<file path="config.mk">
export PLATFORM = sky130hd
export DESIGN_NAME = mips_predecode_queue
export DESIGN_NICKNAME = d
export VERILOG_FILES = /design/src/rtl/mips_predecode_queue.sv
export SDC_FILE = /design/constraint.sdc
export NUM_CORES = 1
export LEC_CHECK = 0
export BUFFER_PORTS_ARGS = -buffer_cell sky130_fd_sc_hd__buf_4
export CAP_MARGIN = 20
export CORE_MARGIN = 3
export CORE_UTILIZATION = 51
export DETAILED_ROUTE_END_ITERATION = 8
export PLACE_DENSITY_LB_ADDON = 0.2
export SLEW_MARGIN = 20
export SYNTH_ARGS = -nofsm -noshare
export SYNTH_HDL_FRONTEND = slang
export SYNTH_SLANG_ARGS = --single-unit
</file>
<file path="constraint.sdc">
create_clock -name clk -period 11.4 [get_ports clk]
set_input_delay 0 -clock clk [delete_from_list [all_inputs] [get_ports clk]]
set_output_delay 0 -clock clk [all_outputs]
set_load 0.01 [all_outputs]
</file>
<file path="src/rtl/mips_predecode_queue.sv">
// mips_predecode_queue: instruction queue that predecodes each fetched MIPS word on entry
module mips_predecode_queue #(
  parameter int DEPTH = 8,
  parameter int IN_W  = 2
) (
  input  logic                     clk,
  input  logic                     rst_n,
  input  logic                     in_valid,
  output logic                     in_ready,
  input  logic [32*IN_W-1:0]       in_inst,
  input  logic [IN_W-1:0]          in_mask,
  input  logic [63:0]              in_pc,
  input  logic                     flush,
  output logic                     out_valid,
  input  logic                     out_ready,
  output logic [31:0]              out_inst,
  output logic [63:0]              out_pc,
  output logic [2:0]               out_class,
  output logic                     out_link,
  output logic [$clog2(DEPTH):0]   count
);
  localparam int AW = $clog2(DEPTH);
  localparam int CW = AW + 1;
  logic [31:0]   r_inst [DEPTH];
  logic [63:0]   r_pc   [DEPTH];
  logic [2:0]    r_cls  [DEPTH];
  logic          r_link [DEPTH];
  logic [AW-1:0] r_head, r_tail;
  logic [CW-1:0] r_count;
  logic [CW-1:0] w_pop;
  logic [AW-1:0] w_addr [IN_W];
  logic          w_enq, w_deq;
  function automatic logic [3:0] f_pd(input logic [5:0] op, input logic [9:0] rsrt,
                                      input logic [4:0] rd, input logic [5:0] fn);
    logic       bal, jalr;
    logic [2:0] c;
    bal  = op == 6'b000001 && rsrt == 10'b00000_10001;
    jalr = op == 6'b000000 && fn == 6'b001001;
    case (op)
      6'b100000, 6'b100001, 6'b100011, 6'b100100,
      6'b100101, 6'b100111, 6'b110111:            c = 3'd1;
      6'b101000, 6'b101001, 6'b101011, 6'b111111: c = 3'd2;
      6'b000100, 6'b000101, 6'b110010:            c = 3'd3;
      6'b000001:                                  c = bal ? 3'd3 : 3'd0;
      6'b000010, 6'b000011:                       c = 3'd4;
      6'b010000:                                  c = 3'd5;
      6'b000000: c = (fn == 6'b001000 || fn == 6'b001001) ? 3'd4 :
                     (fn == 6'b001100 || fn == 6'b001101) ? 3'd6 : 3'd0;
      default:                                    c = 3'd0;
    endcase
    return {op == 6'b000011 || bal || (jalr && rd != 5'd0), c};
  endfunction
  assign in_ready  = (CW'(DEPTH) - r_count) >= CW'(IN_W);
  assign w_enq     = in_valid && in_ready && !flush;
  assign w_deq     = out_valid && out_ready && !flush;
  assign out_valid = r_count != '0;
  assign out_inst  = out_valid ? r_inst[r_head] : '0;
  assign out_pc    = out_valid ? r_pc[r_head]   : '0;
  assign out_class = out_valid ? r_cls[r_head]  : '0;
  assign out_link  = out_valid && r_link[r_head];
  assign count     = r_count;
  // slot for each lane is the tail plus the number of valid lanes below it
  always_comb begin
    w_pop = '0;
    for (int k = 0; k < IN_W; k++) begin
      w_addr[k] = r_tail + w_pop[AW-1:0];
      w_pop = w_pop + CW'(in_mask[k]);
    end
  end
  // store valid lanes compacted, with their own PC and predecode
  always_ff @(posedge clk)
    for (int k = 0; k < IN_W; k++)
      if (w_enq && in_mask[k]) begin
        r_inst[w_addr[k]] <= in_inst[32*k +: 32];
        r_pc[w_addr[k]]   <= in_pc + 64'(4 * k);
        {r_link[w_addr[k]], r_cls[w_addr[k]]} <= f_pd(in_inst[32*k+26 +: 6], in_inst[32*k+16 +: 10],
                                                      in_inst[32*k+11 +: 5], in_inst[32*k +: 6]);
      end
  // pointers and occupancy; reset beats flush, flush beats enqueue/dequeue
  always_ff @(posedge clk) begin
    if (!rst_n || flush) begin
      r_head  <= '0;
      r_tail  <= '0;
      r_count <= '0;
    end else begin
      if (w_enq) r_tail <= r_tail + w_pop[AW-1:0];
      if (w_deq) r_head <= r_head + 1'b1;
      r_count <= r_count + (w_enq ? w_pop : CW'(0)) - CW'(w_deq);
    end
  end
endmodule

</file>
; ---- Word level (Yosys, flattened, before mapping)
; Memories as Yosys holds them, arrays and structs flattened. A register that Yosys moved wholly into a read port is not among the register bits.
; Index checks and enable logic that the tools add are counted.
[classes]
add_sub_neg = 8
n_lt_le_gt_ge = 6
eq_ne = 46
n_mux = 44
bitwise_logic = 3
reduce_logical = 39
[op_table]
columns = cell, count
row1 = $eq A6 B6 Y1 const B, 24
row2 = $add A64 B3 Y64 const B, 1
row3 = $mux W64, 1
row4 = $bwmux W24, 2
row5 = $eq A6 B4 Y1 const B, 8
row6 = $mux W24, 2
row7 = $mux W3, 15
row8 = $pmux W3 S7, 2
row9 = $mux W32, 1
row10 = $eq A6 B2 Y1 const B, 4
row11 = $eq A6 B3 Y1 const B, 4
row12 = $eq A10 B5 Y1 const B, 2
row13 = $demux W3 S3, 2
row14 = $bwmux W8, 2
row15 = $mux W8, 2
row16 = $logic_and A1 B1 Y1, 15
row17 = $reduce_or A7 Y1, 2
row18 = $eq A6 B1 Y1 const B, 2
row19 = $eq A6 B5 Y1 const B, 2
row20 = $ge A4 B4 Y1 const B, 3
row21 = $logic_not A6 Y1, 2
row22 = $not A3 Y4, 3
row23 = $reduce_bool A5 Y1, 2
row24 = $bmux W3 S3, 1
row25 = 19 further kinds, 42
[word_totals]
reg_bits = 42
mem_bits_rw = 768
output_inout_bits = 106
wordCells = 167
n_memories = 2
[memory_table]
columns = name, words, word_bits, read_ports, rd_ports_with_merged_regs, wr, line
row1 = r_pc, 8, 64, 1, 1, 2, 25  ; logic [63:0] r_pc [DEPTH];
row2 = r_inst, 8, 32, 1, 1, 2, 24  ; logic [31:0] r_inst [DEPTH];

; ---- Depth between registers and ports, before layout
; Gate-level depths: netlist of run 1.
[depth]
ltp_word = 10
depth_mapped = 18
mapped_depth_nobuf = 16

; ---- Worst setup path before layout of run 1
; No wires, ideal clock.
[synth_path]
path_type = register to register
start = register r_count[0], in the netlist count[0]
end = memory r_inst[1][0], enable pin
setup_time_ns = 0.900
arrival_time_ns = 3.753
path_slack_ns = 6.747
stages_incl_launch_ff = 11
path_buffers = 4
path_cell_list = dfxtp_1 -> inv_1 -> ha_1 -> nor3_1 -> and2_1 -> clkbuf_1 -> buf_2 -> or3_1 -> clkbuf_1 -> clkbuf_1 -> nand2_1
[synth_lines]
columns = element, line
row1 = from (decl), 29  ; logic [CW-1:0] r_count;
row2 = from (signal assigned), 88  ; r_count <= r_count + (w_enq ? w_pop : CW'(0)) - CW'(w_deq);
row3 = to (decl), 24

==> results of run 1 <==
-- area by class of cell --
class                           instances  area, µm²
Inverter                               24       90.1
Sequential cell                       813      24000
Timing Repair Buffer                  453       3850
Clock inverter                         36        327
Clock buffer                          124       2410
Antenna cell                            3       7.51
Tap cell                             1070       1340
Multi-Input combinational cell       2528      17600
Fill cell                            6424      33000
-- synthesized netlist by cell type (all sizes together) (4+ instances only) --
cell / number / area (µm²)
nand2b: 4 / 25.0
a21oi: 8 / 40.0
dfxtp: 45 / 901
nor4b: 5 / 43.8
nor2b: 5 / 31.3
nand4: 19 / 125
mux4: 200 / 4500
ha: 14 / 175
o21ai: 43 / 215
nor3: 27 / 185
and3: 18 / 113
nor2: 353 / 1340
mux2i: 141 / 1410
xor2: 211 / 1850
or4: 6 / 48.8
nor4: 16 / 161
buf: 102 / 458
edfxtp: 768 / 23100
nand3: 44 / 230
or3: 12 / 75.1
clkbuf: 233 / 885
nand2: 1084 / 4070
inv: 24 / 90.1
xnor2: 284 / 2490
-- sequential cells by signal, summed over array words and instances, names as in the netlist, named ones only --
signal and cells:
r_pc 512, r_tail 3, count 4, r_link 8, r_head 3, r_inst 256, r_cls 24
-- where the power goes --
part           switching [mW]  internal (mW)
clock network            1.19           1.57
registers              0.0244           3.34
logic                   0.516          0.370
total                    1.73           5.28
-- per-stage QoR --
stage	instance area (µm²)	std cells	hold slack [ns]	utilization, %
after floorplan	42800	3700	0.0989	-
after global placement	45100	4720	0.243	54.6
after detailed placement	45100	4720	0.241	54.6
after CTS	49600	5047	0.0440	60.0
after global routing	49600	5051	0.0954	60.0
final	49600	5051	0.0629	60.0
-- metal layers --
metal | track usage, % | vias up | part of all wire, %
li1 | - | 13100 | -
met1 | 39.0 | 14600 | 40
met5 | 0 | - | 0
met3 | 5.05 | 211 | 9.3
met2 | 47.2 | 1427 | 48
met4 | 8.94 | 0 | 2.6
-- worst max-delay path, cell delays in order, from the launching register on --
cell and delay, ns:
sky130_fd_sc_hd__dfxtp_1 0.40, sky130_fd_sc_hd__inv_1 0.08, sky130_fd_sc_hd__ha_1 0.28, sky130_fd_sc_hd__nor3_1 0.16, sky130_fd_sc_hd__and2_1 0.84, sky130_fd_sc_hd__or3_4 1.07, sky130_fd_sc_hd__nand2_4 0.51, sky130_fd_sc_hd__buf_16 0.39
sky130_fd_sc_hd__buf_4 0.41
-- cell usage in the layout (no fill, tap or decap), drive strengths merged, types with 3 or more instances in the layout --
cell type / netlist / layout
nor4bb: 3 / 3
a21oi: 8 / 8
nand4: 19 / 19
nor3b: 3 / 3
or3: 12 / 12
mux4: 200 / 200
o31ai: 3 / 3
or2: 3 / 3
and3: 18 / 18
buf: 102 / 286
clkinv: 0 / 30
bufinv: 0 / 4
nand2b: 4 / 4
dlygate4sd3: 0 / 167
ha: 14 / 14
dfxtp: 45 / 45
and4: 3 / 3
inv: 24 / 25
nand3: 44 / 44
or4: 6 / 6
nor4: 16 / 16
xor2: 211 / 211
clkbuf: 233 / 124
nand2: 1084 / 1084
nor2: 353 / 353
xnor2: 284 / 284
mux2i: 141 / 141
diode: 0 / 3
edfxtp: 768 / 768
nor2b: 5 / 5
nor4b: 5 / 5
nor3: 27 / 27
o21ai: 43 / 43
-- kinds of logic after synthesis --
family,count (synthesis)
buf+inv,359
mux,341
flops,813
simple gates,1609
compound gates,67
fa+ha+maj,16
xor+xnor,495
-- worst paths after layout --
kind             start     endpoint  slack [ns]  depth (start not counted)
max           count[1]  r_pc[6][61]        6.86                          8
min          in_pc[21]  r_pc[6][25]        0.06                          4
max reg2reg   count[1]  r_pc[6][61]        6.86                          8
min reg2reg   r_cls[2]     r_cls[2]        0.54                          2
-- timing repair --
action | CTS | global route
endpoints found under the hold margin | 781 | 0
hold buffers | 167 | 0
resized for setup | 0 | 0
==> results.py, run 1 <==
metrics = {
    "worst_setup_path": {
        "worst-setup-path-type": "reg -> reg",
        "cp-end-kind": "register",
        "worstPathArrival_ns": 4.83,
        "startpoint_type_of_the_worst_setup_path": "register",
        "crit_required_ns": 11.69,
        "highest_net_fanout_along_the_worst_path": 64,
    },
    "power": {
        "power_density_mw_per_mm2": 141,
        "worst_ir_drop_vdd_mv": 0.106,
        "pwr_total_mw": 7.02,
        "cellLeakagePower_nw": 17.4,
    },
    "run_status": {
        "outcome": "completed",
    },
    "placed_design": {
        "place.gp.congestion": 0.807,
        "preCtsSetupSlack_ns": 6.57,
        "portBuffers": 240,
        "dpl.hpwl_um": 69600,
    },
    "global_route": {
        "grt_first_pass_wirelength_um": 185000,
        "antenna_found_initial": 3,
        "number_of_global_route_vias_before_repair": 29400,
        "grt_remaining_overflow": 0,
        "grtUsageTotal_pct": 28.6,
        "grt_start_max_net_pins": 94,
    },
    "job": {
        "cap_viol_max_count": 0,
    },
    "timing": {
        "final-hold-violation-count": 0,
        "skew_ns": 0.0208,
        "final.setup.worst_slack_ns": 6.86,
        "worst_slew_pin_slew_ns": 1.18,
        "timing.slew.headroom_pct": 21.1,
        "finalSetupTns_ns": 0,
        "finalWorstPathRequiredPeriod_ns": 4.54,
        "min_period_over_period_pct": 39.8,
        "unrepaired_setup_endpoints_after_global_routing": "no",
        "setup_violations": 0,
        "report.final.slew_viol_count": 0,
        "fmax_ghz": 0.220,
    },
    "clock_tree": {
        "clockBufferDepth": 3,
        "cts-buffers-inserted": 87,
        "ctsRootBufferMaster": "sky130_fd_sc_hd__clkbuf_16",
        "post_cts.repair.setup_buffers": 0,
        "h-tree-depth": 3,
        "cts.clk_slew.worst_paths_ns": 0.06,
        "tritoncts": "built",
        "clkSinkCount": 813,
        "clkLatencyLatePin_ns": 0.64,
    },
    "yosys": {
        "asyncSetResetFlopFracSynth_pct": 0,
        "ys_dominant_reg_cell": "sky130_fd_sc_hd__edfxtp_1",
        "synth_sequential_area_ratio_pct": 56.0,
        "synth-compound-area-share_pct": 0.897,
        "yosys.area_share.xor_xnor_pct": 10.1,
        "netlist_instances": 3700,
        "post_synth_and_or_nand_nor_area_fraction_pct": 15.4,
        "yosysUniqueCellTypes": 57,
        "post_synth_design_cell_area_mm2": 0.0428,
        "synth_edf_count": 768,
        "synthesized_area_per_cell_um2": 11.6,
        "synth_top_family_by_area": "simple AND/OR/NAND/NOR gates",
        "syn-num-nets": 3851,
        "yosys_register_bits": 813,
        "mux_share_of_post_synthesis_cell_area_pct": 13.8,
        "synth_warnings": 0,
        "adder_and_majority_gate_portion_of_the_synthesized_area_pct": 0.503,
    },
    "finish": {
        "layout.nets": 4058,
        "drive_above_1_share_pct": 16.5,
        "synthToLayoutAreaGrowth_pct": 15.8,
    },
    "die": {
        "die_width_um": 296,
        "design.core.area_mm2": 0.0826,
        "die-height_um": 296,
        "count_of_standard_cell_rows": 105,
        "design.die.area_mm2": 0.0875,
        "floorplan.io_pins": 241,
        "initial_utilization_pct": 51.8,
    },
    "detailed_routing": {
        "drt_first_pass_iters": 6,
        "viasPerCell": 5.81,
        "wl_um": 125000,
        "drt_drc_violations_left": 0,
        "detail_route.iter0.violations": 3248,
        "wire_per_inst_um": 24.7,
        "ant_nets": 0,
        "vias": 29300,
    },
    "min_path": {
        "hold_path_class": "in -> reg",
    },
}
Note: power is estimated with default switching activity, not from simulation.
==> inputs of run 2 (changes only) <==
==> constraint.sdc (replaced) <==
create_clock -name clk -period 3.75 [get_ports clk]
set_input_delay 0 -clock clk [delete_from_list [all_inputs] [get_ports clk]]
set_output_delay 0 -clock clk [all_outputs]
set_load 0.01 [all_outputs]
==> results.py, run 2 (same netlist as run 1, synthesis figures left out) <==
metrics = {
    "timing": {
        "finalSetupTns_ns": 0,
        "skew_ns": 0.0231,
        "report.final.slew_viol_count": 0,
        "unrepaired_setup_endpoints_after_global_routing": "no",
        "worst_slew_pin_slew_ns": 1.01,
        "finalWorstPathRequiredPeriod_ns": 3.41,
        "setup_violations": 0,
        "final-hold-violation-count": 0,
        "timing.slew.headroom_pct": 31.9,
        "min_period_over_period_pct": 90.9,
        "fmax_ghz": 0.293,
    },
    "placed_design": {
        "portBuffers": 240,
        "dpl_cell_area_mm2": 0.0461,
        "place.gp.congestion": 0.831,
        "dpl.hpwl_um": 74100,
    },
    "detailed_routing": {
        "detail_route.iter0.violations": 3299,
        "wire_per_inst_um": 24.9,
        "drt_first_pass_iters": 5,
        "vias": 30000,
        "drt_drc_violations_left": 0,
        "wl_um": 128000,
        "viasPerCell": 5.86,
        "ant_nets": 0,
    },
    "run_status": {
        "outcome": "completed",
    },
    "worst_setup_path": {
        "worstRegToRegCells": 10,
        "r2r_start": "count[0]",
        "worst_path_max_delay_cell": "sky130_fd_sc_hd__nor4_2",
        "timing.critical_path.mode_cell": "sky130_fd_sc_hd__dlygate4sd3_1",
        "cp_slowest_stage_delay_ns": 0.87,
        "critical_path.cell_chain": "dlygate4sd3_1, buf_4, nand3_2, nor4_4, nand4_2, nor4_2, nand2_1, xnor2_1, dlygate4sd3_1",
        "worst-setup-path-type": "in -> reg",
        "crit_required_ns": 4.14,
        "highest_net_fanout_along_the_worst_path": 12,
        "r2r_slack_ns": 0.42,
        "startpoint_type_of_the_worst_setup_path": "input port",
        "worstPathArrival_ns": 3.80,
        "timing.rr.end": "r_inst[7][30]",
        "cp-end-kind": "register",
    },
    "power": {
        "power_density_mw_per_mm2": 424,
        "netSwitchingPower_mw": 5.31,
        "power_switching_share_pct": 24.8,
        "power_report.internal_total_mw": 16.1,
        "share_of_power_burned_in_the_clock_network_pct": 39.2,
        "power_frac_comb_pct": 12.9,
        "cellLeakagePower_nw": 17.8,
        "pwr_total_mw": 21.4,
        "worst_ir_drop_vdd_mv": 0.396,
        "seq_power_share_pct": 47.9,
    },
    "min_path": {
        "worstHoldEndpoint": "r_pc[4][21]",
        "hold_path_class": "in -> reg",
        "holdCritStartpoint": "in_pc[21]",
        "hold_depth": 3,
    },
    "die": {
        "die-height_um": 296,
        "count_of_standard_cell_rows": 105,
        "design.core.area_mm2": 0.0826,
        "design.die.area_mm2": 0.0875,
        "initial_utilization_pct": 51.8,
        "die_width_um": 296,
        "floorplan.io_pins": 241,
    },
    "clock_tree": {
        "cts.clk_slew.worst_paths_ns": 0.06,
        "post_cts.repair.setup_buffers": 0,
        "h-tree-depth": 3,
        "clkSinkCount": 813,
        "ctsRootBufferMaster": "sky130_fd_sc_hd__clkbuf_16",
        "clkLatencyLatePin_ns": 0.66,
        "tritoncts": "built",
        "cts-buffers-inserted": 87,
        "clockBufferDepth": 3,
    },
    "finish": {
        "finish.instance_area_mm2": 0.0505,
        "layout.nets": 4123,
        "multi_input_area_mm2": 0.0177,
        "drive_above_1_share_pct": 17.7,
        "layout.cells.most_common": "sky130_fd_sc_hd__nand2_1",
        "largest_register_ffs": 512,
        "fillers": 6357,
        "most-common-layout-cells": "1076 x sky130_fd_sc_hd__nand2_1, 768 x sky130_fd_sc_hd__edfxtp_1, 347 x sky130_fd_sc_hd__nor2_1",
        "synthToLayoutAreaGrowth_pct": 17.9,
        "sequential_cell_area_mm2": 0.0240,
    },
    "job": {
        "cap_viol_max_count": 0,
    },
    "global_route": {
        "grtUsageTotal_pct": 29.3,
        "antenna_found_initial": 8,
        "grt_first_pass_wirelength_um": 191000,
        "grt_remaining_overflow": 0,
        "grt_start_max_net_pins": 87,
        "number_of_global_route_vias_before_repair": 30300,
    },
}
run 2: worst max path at each step:
stage	from	endpoint	depth (start not counted)
3_3_place_gp	count[0]	count[3]	15
2_1_floorplan	count[0]	r_inst[1][0]	10
3_5_place_dp	count[0]	count[3]	15
5_1_grt	in_pc[9]	r_pc[0][47]	9
4_1_cts	in_pc[9]	r_pc[0][47]	9
6_report	in_pc[9]	r_pc[0][47]	9
run 2: metrics by stage:
step	utilization, %	cells	worst slack (ns)	hold slack, ns
6_report	61.1	5120	0.342	0.0673
5_1_grt	61.1	5117	0.195	0.0799
4_1_cts	61.1	5113	0.447	0.0344
3_5_place_dp	55.7	4783	0.592	0.247
3_3_place_gp	55.7	4783	0.577	0.254
2_1_floorplan	-	3700	0.0546	0.0989
run 2: power groups by stage:
| stage | combinational, mW | sequential, mW | clock [mW] |
|---|---|---|---|
| finish | 2.76 | 10.2 | 8.39 |
| detailed placement | 2.60 | 10.4 | 0 |
| CTS | 2.77 | 10.2 | 8.46 |
| global placement | 2.57 | 10.4 | 0 |
| floorplan | 1.55 | 10.4 | 0 |
| global route | 2.98 | 10.2 | 8.82 |
run 2: per-layer routing:
layer	global-route usage, %	vias to the layer above	part of all wire (%)
met3	5.03	243	9.4
met1	40.9	14900	40
met5	0	-	0.010
li1	-	13300	-
met2	47.4	1590	48
met4	8.97	2	2.7
run 2: worst max-delay path, delay by kind of cell:
| family | cells | cell delay [ns] |
|---|---|---|
| xor+xnor | 1 | 0.16 |
| buf+inv | 3 | 1.38 |
| simple gates | 5 | 2.24 |
run 2: area by class of cell:
class                      instances  area share [%]
clock buffer                     115            4.62
sequential                       813            47.5
tap                             1070            2.65
inverter                          24           0.178
clock inverter                    45           0.768
multi-input combinational       2528            35.0
timing repair buffer             518            9.31
antenna                            7          0.0347
run 2: timing repair:
item,CTS,global route
gates resized for setup,0,0
endpoints found under the hold margin,789,0
hold buffers,170,0
